--- src/rtl/imem_arbiter.sv ---
// imem_arbiter: round-robin sharing of a single-port synchronous instruction
// memory between core fetch and a debug/loader port, with halt and contention count.
module imem_arbiter #(
    parameter int ADDR_WIDTH = 3,
    parameter int DATA_WIDTH = 32,
    parameter int CNT_WIDTH  = 8
) (
    input  logic                  clk,
    input  logic                  rst_n,
    input  logic                  fetch_req,
    input  logic [ADDR_WIDTH-1:0] fetch_addr,
    output logic                  fetch_gnt,
    output logic                  fetch_rvalid,
    output logic [DATA_WIDTH-1:0] fetch_rdata,
    input  logic                  dbg_req,
    input  logic                  dbg_we,
    input  logic [ADDR_WIDTH-1:0] dbg_addr,
    input  logic [DATA_WIDTH-1:0] dbg_wdata,
    output logic                  dbg_gnt,
    output logic                  dbg_rvalid,
    output logic [DATA_WIDTH-1:0] dbg_rdata,
    input  logic                  halt,
    output logic                  halted,
    input  logic                  cnt_clr,
    output logic [CNT_WIDTH-1:0]  contention_cnt,
    output logic [ADDR_WIDTH-1:0] mem_addr,
    output logic                  mem_we,
    output logic [DATA_WIDTH-1:0] mem_wdata,
    input  logic [DATA_WIDTH-1:0] mem_q
);
    typedef enum logic {
        WIN_FETCH,
        WIN_DBG
    } win_e;

    typedef enum logic [1:0] {
        RD_NONE,
        RD_FETCH,
        RD_DBG
    } rd_e;

    localparam logic [CNT_WIDTH-1:0] CNT_MAX = '1;

    win_e                  last_q, last_d;
    rd_e                   rd_q, rd_d;
    logic [DATA_WIDTH-1:0] f_rdata_q, f_rdata_d;
    logic [DATA_WIDTH-1:0] d_rdata_q, d_rdata_d;
    logic                  halted_q, halted_d;
    logic [CNT_WIDTH-1:0]  cnt_q, cnt_d;
    logic                  fetch_elig;
    logic                  dbg_elig;
    logic                  tie;

    // Grants are forced low while reset is asserted so memory never sees a write.
    always_comb begin
        fetch_elig = fetch_req & ~halt;
        dbg_elig   = dbg_req;
        tie        = fetch_elig & dbg_elig;
        fetch_gnt  = 1'b0;
        dbg_gnt    = 1'b0;
        if (rst_n) begin
            if (tie) begin
                fetch_gnt = (last_q == WIN_DBG);
                dbg_gnt   = (last_q == WIN_FETCH);
            end else begin
                fetch_gnt = fetch_elig;
                dbg_gnt   = dbg_elig;
            end
        end
    end

    always_comb begin
        mem_addr  = dbg_gnt ? dbg_addr : fetch_addr;
        mem_we    = dbg_gnt & dbg_we;
        mem_wdata = dbg_wdata;
    end

    always_comb begin
        last_d    = last_q;
        rd_d      = RD_NONE;
        f_rdata_d = f_rdata_q;
        d_rdata_d = d_rdata_q;
        cnt_d     = cnt_q;
        halted_d  = halt & ~fetch_gnt;
        if (fetch_gnt) begin
            last_d = WIN_FETCH;
            rd_d   = RD_FETCH;
        end else if (dbg_gnt) begin
            last_d = WIN_DBG;
            rd_d   = dbg_we ? RD_NONE : RD_DBG;
        end
        if (rd_q == RD_FETCH) begin
            f_rdata_d = mem_q;
        end
        if (rd_q == RD_DBG) begin
            d_rdata_d = mem_q;
        end
        if (cnt_clr) begin
            cnt_d = '0;
        end else if (tie && cnt_q != CNT_MAX) begin
            cnt_d = cnt_q + CNT_WIDTH'(1);
        end
    end

    always_ff @(posedge clk or negedge rst_n) begin
        if (!rst_n) begin
            last_q    <= WIN_DBG;
            rd_q      <= RD_NONE;
            f_rdata_q <= '0;
            d_rdata_q <= '0;
            halted_q  <= 1'b0;
            cnt_q     <= '0;
        end else begin
            last_q    <= last_d;
            rd_q      <= rd_d;
            f_rdata_q <= f_rdata_d;
            d_rdata_q <= d_rdata_d;
            halted_q  <= halted_d;
            cnt_q     <= cnt_d;
        end
    end

    // Read data is passed straight from memory in the return cycle, then held.
    assign fetch_rvalid   = (rd_q == RD_FETCH);
    assign dbg_rvalid     = (rd_q == RD_DBG);
    assign fetch_rdata    = fetch_rvalid ? mem_q : f_rdata_q;
    assign dbg_rdata      = dbg_rvalid ? mem_q : d_rdata_q;
    assign halted         = halted_q;
    assign contention_cnt = cnt_q;

endmodule

--- config.mk ---
export PLATFORM = sky130hd
export DESIGN_NAME = imem_arbiter
export DESIGN_NICKNAME = d
export VERILOG_FILES = /design/src/rtl/imem_arbiter.sv
export SDC_FILE = /design/constraint.sdc
export NUM_CORES = 1
export LEC_CHECK = 0
export ABC_AREA = 1
export CORE_MARGIN = 10
export CORE_UTILIZATION = 35
export CTS_CLUSTER_DIAMETER = 200
export CTS_CLUSTER_SIZE = 10
export DETAILED_ROUTE_END_ITERATION = 12
export GPL_TIMING_DRIVEN = 0
export PLACE_DENSITY = 0.83
export RECOVER_POWER = 25
export SKIP_CTS_REPAIR_TIMING = 1
export SYNTH_ARGS = -nofsm -noshare
export SYNTH_HDL_FRONTEND = slang
export SYNTH_SLANG_ARGS = --single-unit
--- constraint.sdc ---
create_clock -name clk -period 1.77 [get_ports clk]
set_input_delay 0.354 -clock clk [delete_from_list [all_inputs] [get_ports clk]]
set_output_delay 0.354 -clock clk [all_outputs]
set_load 0.01 [all_outputs]
# Word level (Yosys, flattened, before mapping)
# Cells that the tools add are included.
# classes
n_bitwise	7
addsub	1
mux	14
reduce_logical	3
eq_ne	3
# op_table
cell	count
$mux 32	2
$mux 8	2
$add 8x1->8 const B	1
$ne 8x8->1 const B	1
$mux 1	6
$mux 2	3
$and 1x1->1	4
$reduce_bool 2->1	2
$mux 3	1
$not 1->1	3
$eq 2x1->1 const B	1
$eq 2x2->1 const B	1
$logic_and 1x1->1	1
# word_totals
output_inout_bits	113
register_bits	76

# Logic depth before layout (Yosys ltp)
# Gate-level depths: netlist (run 1).
# depth
depth_word	7
depth_mapped	8
mapped_depth_nobuf	8

# Worst setup path after synthesis (run 1)
# OpenSTA, ideal clock, no wires.
# synth_path
path_kind	register to output
from	register rd_q[1]
to	output port fetch_rdata[10]
path_stages_with_launch	5
path_buffers	1
arrival_ns	1.151
setup_slack_ns	0.265
path_cell_list	dfrtp_1 > nor2_2 > inv_2 > clkbuf_1 > o21ai_0
# synth_via
elab_chain_cells	2
# synth_lines
item	line_no	text
start, declared	45	rd_e rd_q, rd_d;
start signal, assigned	115	rd_q <= rd_d;
$eq 2x1->1	124	assign fetch_rvalid = (rd_q == RD_FETCH);
net fetch_rvalid	13	output logic fetch_rvalid,
$mux 32	-	
end, declared	14	output logic [DATA_WIDTH-1:0] fetch_rdata,
# The timed path passes the listed nets, and every way through them passes these cells.

# Worst setup path in the final report (run 1)
# layout_path
from	register rd_q[1]
to	output port fetch_rdata[0]
# layout_via
elab_chain_cells	2
# layout_lines
item	line_no
$eq 2x1->1	124
$mux 32	-
# Every way passes these cells.

==> flow_summary.json, run 1 <==
{
  "status": "finished with violations",
  "final.setup.tns_ns": -6.250,
  "synth_most_common_cell": "nand2_1",
  "syn_inst": 365,
  "worstMarginPinSlew_ns": 1.010,
  "final_hold_viol_count": 0,
  "hpwl_um": 8228,
  "drv_cap": 0,
  "pin_count": 190,
  "ys_seq_area_share_pct": 57.85,
  "dpl_cell_area_mm2": 0.005017,
  "crit_chain": "nor2_2 > inv_4 > buf_4 > o21ai_1 > clkbuf_2",
  "antennaDiodeCount": 0,
  "dpl.cell_count": 634,
  "wl_per_cell_um": 16.91,
  "hold_class": "in2async",
  "critPathMaxFanout": 10,
  "leakage_nw": 2.770,
  "setup_viol_count_final": 70,
  "synth_edf_count": 0,
  "cts_buffers": 9,
  "cts_tree": "built",
  "fin_worst_skew_ns": 0.01065,
  "synth_commonest_cells": "nand2_1 (86), dfrtp_1 (75), o21ai_0 (67)",
  "arrival_ns": 1.55,
  "synth_ff_type": "dfrtp_1",
  "ir_worst_vdd_mv": 0.4623,
  "synth_xor_area_share_pct": 0.5325,
  "crit_type": "reg2out",
  "n_fill_cell": 795,
  "clkTransAtPathRegs_ns": 0.08,
  "initial_utilization_pct": 35.77,
  "layout.cells.non_filler": 657,
  "max_stage_delay_ns": 0.39,
  "slowest_stage": "dfrtp_1",
  "crit_required_ns": 1.42,
  "multi_input_area_mm2": 0.001167,
  "drtIter0Drc": 87,
  "violations": "setup timing",
  "grt_first_pass_wirelength_um": 16130,
  "layout_worst_path_cycle_share_pct": 107.6,
  "critPathLaunch": "rd_q[1]",
  "synth_nets": 443,
  "report.final.slew_viol_count": 0,
  "ant_nets": 0,
  "reg2reg_to": "contention_cnt[6]",
  "die_area_mm2": 0.01368,
  "async_reset_ff_share_pct": 100.0,
  "drive_gt1_share_pct": 37.18,
  "synth-warning-count": 0,
  "r2r-start": "contention_cnt[0]",
  "grt_pass1_vias": 3189,
  "die_x_um": 116.9,
  "antenna_found_initial": 0,
  "netlist_area_mm2": 0.003289,
  "place_congestion": 0.8269,
  "synth.distinct_cells": 24,
  "regArea_mm2": 0.001907,
  "avgSynthCellArea_um2": 9.012,
  "start_kind": "flip-flop",
  "endpoint": "fetch_rdata[0]",
  "ys_ff_latch": 76,
  "io_buffers": 157,
  "relSlewSlack_pct": 32.64,
  "powerDensity_mw_per_mm2": 981.6,
  "grt_use_total_pct": 14.86,
  "rsz0062_at_grt": "true",
  "insertion_delay_ns": 0.34,
  "routed_wl_um": 11110,
  "area_delta_synth_final_pct": 62.11,
  "drtPass1Iterations": 4,
  "max_freq_mhz": 524.9,
  "cts.sinks": 76,
  "nets": 619,
  "reg2reg_depth": 8,
  "num_rows": 35,
  "period_needed_ns": 1.905,
  "yosys.area.top_type": "dfrtp_1",
  "synth.top_cell.area_share_pct": 57.06,
  "synth_compound_area_share_pct": 11.37,
  "via_per_inst": 4.656,
  "synth_fa_ha_area_share_pct": 0.3804,
  "reg2reg_slack_ns": 0.41,
  "die_h_um": 116.9,
  "grt_max_degree": 43,
  "synthMuxAreaShare_pct": 0,
  "drc": 0,
  "num_vias": 3059,
  "fin_area_mm2": 0.005333,
  "core_mm2": 0.009196,
  "ctsLongestPathBuffers": 2,
  "endpoint_kind": "primary output",
  "grt_overflow_total": 0,
  "setup_ws_ns": -0.1351,
  "synth_top_family_by_area": "simple AND/OR/NAND/NOR gates",
  "htreeDepth": 3,
  "synthSimpleGateAreaFrac_pct": 15.25,
  "cts_root_buf": "clkbuf_8",
  "synthTopCellsByArea": "dfrtp_1 (57%), o21ai_0 (10%), nand2_1 (9.8%)"
}
[logic make-up (layout without fill, tap and decap cells)]
| family | count (synthesis) | count (layout) |
|---|---|---|
| AND/OR/NAND/NOR | 120 | 120 |
| AO/OA/AOI/OAI | 73 | 73 |
| buffers and inverters | 93 | 274 |
| adder cells (fa/ha/maj) | 1 | 1 |
| XOR/XNOR | 2 | 2 |
| flip-flops | 76 | 76 |
[area by class of cell]
class / instances / area share, %
Clock inverter: 7 / 1.854
Inverter: 46 / 3.332
Clock buffer: 9 / 2.323
Buffer: 47 / 7.156
Tap cell: 111 / 2.604
Sequential cell: 76 / 35.76
Timing Repair Buffer: 165 / 25.08
Multi-Input combinational cell: 196 / 21.89
[per-layer routing]
metal | routed length, µm | GRT usage, % | vias to the layer above | share of wire (%)
met5 | 0 | 0 | - | 0
met3 | 892 | 6.779 | 8 | 8.0
met2 | 5691 | 25.53 | 111 | 51
met1 | 4452 | 16.70 | 1466 | 40
li1 | - | - | 1474 | -
met4 | 71 | 2.718 | 0 | 0.64
[worst max-delay path: cells and delay by family, from the launching register on]
kind	cells	cell delay, ns
compound gates	1	0.18
flops	1	0.39
simple gates	1	0.16
buf+inv	3	0.46
[where the power goes]
group | total, mW | switching, mW | leakage [nW] | internal, mW
logic | 1.61 | 0.889 | 1.72 | 0.717
clock network | 1.47 | 0.662 | 0.110 | 0.804
registers | 2.16 | 0.0943 | 0.939 | 2.07
[how the worst min path moves through the flow]
stage                       start           endpoint  slack (ns)  cells past startpoint
floorplan                   rst_n  contention_cnt[0]        0.06                      0
finish                      rst_n             last_q        0.37                      2
global placement    d_rdata_q[26]      d_rdata_q[26]        0.48                      2
global route                rst_n             last_q        0.33                      2
detailed placement          rst_n       f_rdata_q[5]        0.34                      1
CTS                         rst_n       f_rdata_q[5]       -0.04                      1
[stage by stage]
step | utilization (%) | hold WS [ns] | power [mW] | worst slack (ns)
floorplan | - | 0.05841 | 2.814 | 0.2653
global placement | 54.37 | 0.4751 | 3.824 | -3.498
detailed placement | 54.56 | 0.3447 | 3.887 | -0.8071
CTS | 56.98 | -0.04454 | 5.369 | -0.8933
global route | 57.99 | 0.3322 | 5.559 | -0.2643
finish | 57.99 | 0.3674 | 5.234 | -0.1351
[state kept, by name, indices dropped and copies added (netlist names)]
name,cells
contention_cnt,8
d_rdata_q,32
f_rdata_q,32
halted,1
last_q,1
rd_q,2
[cells in the final DEF, fill, tap and decap left out, types with 2 or more instances in the layout]
master | netlist | final
nand2_1 | 86 | 83
clkdlybuf4s50_1 | 0 | 82
dfrtp_1 | 75 | 72
o21ai_2 | 1 | 45
inv_1 | 44 | 43
buf_4 | 32 | 38
clkbuf_2 | 1 | 34
buf_2 | 8 | 32
nand3_1 | 17 | 15
o21ai_0 | 67 | 10
o21ai_1 | 2 | 9
buf_6 | 0 | 9
clkbuf_8 | 0 | 9
nor2_1 | 8 | 8
o21ai_4 | 0 | 6
nand2_2 | 3 | 6
dlymetal6s2s_1 | 0 | 5
dlygate4sd3_1 | 0 | 4
buf_8 | 0 | 3
clkbuf_1 | 6 | 3
dfrtp_2 | 0 | 3
nor2_2 | 2 | 2
inv_4 | 0 | 2
nand3_2 | 1 | 2
o21bai_1 | 2 | 2
xor2_1 | 2 | 2
inv_6 | 0 | 2
bufinv_16 | 0 | 2
No activity file was read; power rests on OpenSTA's default activity.
==> run 2: changes to the inputs <==
--- a/config.mk
+++ b/config.mk
@@ -6,14 +6,16 @@
 export NUM_CORES = 1
 export LEC_CHECK = 0
 export ABC_AREA = 1
+export CAP_MARGIN = 20
 export CORE_MARGIN = 10
 export CORE_UTILIZATION = 35
 export CTS_CLUSTER_DIAMETER = 200
 export CTS_CLUSTER_SIZE = 10
 export DETAILED_ROUTE_END_ITERATION = 12
 export GPL_TIMING_DRIVEN = 0
+export HOLD_SLACK_MARGIN = 0.12
 export PLACE_DENSITY = 0.83
-export RECOVER_POWER = 25
+export RECOVER_POWER = 50
 export SKIP_CTS_REPAIR_TIMING = 1
 export SYNTH_ARGS = -nofsm -noshare
 export SYNTH_HDL_FRONTEND = slang
==> run 2 against run 1 <==
The run still ends with setup timing left. Die area stayed put. Worst hold slack better by 0.10 ns. Final area is 0.99% higher. Non-clock buffer count is 2 higher. Clock power hardly changed. Setup slack better by 0.0068 ns. Critical path type unchanged. Critical endpoint unchanged. Largest power group unchanged.
==> flow_summary.json, run 2 (synthesis gave the netlist of run 1 again) <==
{
  "holdPathStages": 2,
  "clkTransAtPathRegs_ns": 0.08,
  "insertion_delay_ns": 0.34,
  "pin_count": 190,
  "reg2reg_depth": 8,
  "crit_type": "reg2out",
  "powerDensity_mw_per_mm2": 973.8,
  "antennaDiodeCount": 0,
  "drive_gt1_share_pct": 37.23,
  "die_h_um": 116.9,
  "leakage_nw": 2.805,
  "ir_worst_vdd_mv": 0.4600,
  "endpoint_kind": "primary output",
  "worstMarginPinSlew_ns": 1.009,
  "layout_common_cells": "nand2_1 (83), clkdlybuf4s50_1 (82), dfrtp_1 (72), o21ai_2 (45), inv_1 (43)",
  "initial_utilization_pct": 35.77,
  "final_hold_viol_count": 0,
  "min_to": "f_rdata_q[24]",
  "status": "finished with violations",
  "crit_required_ns": 1.42,
  "critPathLaunch": "rd_q[1]",
  "relSlewSlack_pct": 32.73,
  "ant_nets": 0,
  "design_power_total_mw": 5.244,
  "layout_worst_path_cycle_share_pct": 107.3,
  "wl_per_cell_um": 16.87,
  "r2r-start": "contention_cnt[0]",
  "layout.cells.non_filler": 659,
  "num_rows": 35,
  "place_congestion": 0.8269,
  "drtPass1Iterations": 4,
  "antenna_found_initial": 0,
  "grt_use_total_pct": 14.86,
  "p_comb_share_pct": 30.9,
  "reg2reg_to": "contention_cnt[6]",
  "report.final.slew_viol_count": 0,
  "via_per_inst": 4.634,
  "pwr-share-clk_pct": 27.9,
  "fin_hold_ws_ns": 0.4695,
  "reg2reg_slack_ns": 0.41,
  "grt_first_pass_wirelength_um": 16130,
  "drc": 0,
  "grt_overflow_total": 0,
  "cts_buffers": 9,
  "area_delta_synth_final_pct": 63.71,
  "setup_ws_ns": -0.1283,
  "rsz0062_at_grt": "true",
  "die_area_mm2": 0.01368,
  "hpwl_um": 8228,
  "routed_wl_um": 11120,
  "critPathMaxFanout": 10,
  "cts_tree": "built",
  "period_needed_ns": 1.898,
  "hold_class": "reg2reg",
  "core_mm2": 0.009196,
  "nets": 621,
  "fin_worst_skew_ns": 0.009713,
  "violations": "setup timing",
  "io_buffers": 157,
  "cts.sinks": 76,
  "pwr-share-seq_pct": 41.2,
  "final_common_cell": "nand2_1",
  "min_from": "f_rdata_q[24]",
  "grt_pass1_vias": 3189,
  "htreeDepth": 3,
  "switching_power_mw": 1.644,
  "setup_viol_count_final": 70,
  "arrival_ns": 1.54,
  "ctsLongestPathBuffers": 2,
  "grt_max_degree": 43,
  "die_x_um": 116.9,
  "num_vias": 3054,
  "max_freq_mhz": 526.8,
  "cts_root_buf": "clkbuf_8",
  "drtIter0Drc": 95,
  "drv_cap": 0,
  "start_kind": "flip-flop",
  "switching_share_pct": 31.36,
  "dpl.cell_count": 634,
  "p_int_mw": 3.600
}
[run 2: cell types whose count changed in the layout (fill, tap and decap cells not counted), sizes merged]
cell / change
clkbuf: -1
dlygate4sd3: +1
buf: +2
clkdlybuf4s25: -1
dlymetal6s2s: +1
[run 2: routing by layer]
| layer | share of wire (%) | global-route usage [%] |
|---|---|---|
| met1 | 40 | 16.70 |
| met2 | 50 | 25.53 |
| met3 | 9.0 | 6.779 |
| met4 | 0.90 | 2.718 |
| met5 | 0 | 0 |
[run 2: worst max-delay path by stage]
stage          cells past startpoint              end  slack (ns)
2_1_floorplan                      4  fetch_rdata[10]        0.27
3_3_place_gp                       6      mem_addr[1]       -3.50
3_5_place_dp                       7      mem_addr[0]       -0.81
4_1_cts                            6  fetch_rdata[20]       -0.89
5_1_grt                            5  fetch_rdata[26]       -0.26
6_report                           5   fetch_rdata[0]       -0.13
[run 2: critical path, cell delays in order, from the launching register on]
cell and delay, ns:
dfrtp_1 0.39, nor2_2 0.16, inv_4 0.09, buf_4 0.20, o21ai_1 0.17, clkbuf_2 0.17
[run 2: final cells by class]
type | count | area, µm²
fill | 789 | 3811
clock inverter | 7 | 98.84
multi-input combinational | 196 | 1164
inverter | 46 | 177.7
buffer | 47 | 381.6
sequential | 76 | 1907
clock buffer | 9 | 123.9
tap | 111 | 138.9
timing repair buffer | 167 | 1394
[run 2: power by group through the flow]
stage	Sequential [mW]	Clock [mW]	Combinational, mW
6_report	2.16	1.46	1.62
5_1_grt	2.19	1.59	1.79
4_1_cts	2.16	1.51	1.70
3_5_place_dp	2.19	0	1.69
3_3_place_gp	2.18	0	1.64
2_1_floorplan	2.17	0	0.643
[run 2: metrics by stage]
step | setup slack, ns | utilization (%) | instance area (µm²) | TNS [ns]
6_report | -0.1283 | 58.56 | 5385 | -6.027
5_1_grt | -0.2643 | 58.56 | 5385 | -16.52
4_1_cts | -0.8933 | 56.98 | 5240 | -54.04
3_5_place_dp | -0.8071 | 54.56 | 5017 | -28.23
3_3_place_gp | -3.498 | 54.37 | 5000 | -210.71
2_1_floorplan | 0.2653 | - | 3289 | 0
==> run 3: changes to the inputs <==
--- a/config.mk
+++ b/config.mk
@@ -9,7 +9,7 @@
 export CAP_MARGIN = 20
 export CORE_MARGIN = 10
 export CORE_UTILIZATION = 35
-export CTS_CLUSTER_DIAMETER = 200
+export CTS_CLUSTER_DIAMETER = 40
 export CTS_CLUSTER_SIZE = 10
 export DETAILED_ROUTE_END_ITERATION = 12
 export GPL_TIMING_DRIVEN = 0
==> results of run 3 <==
Final layout, timing and power as in run 2 (identical DEF).
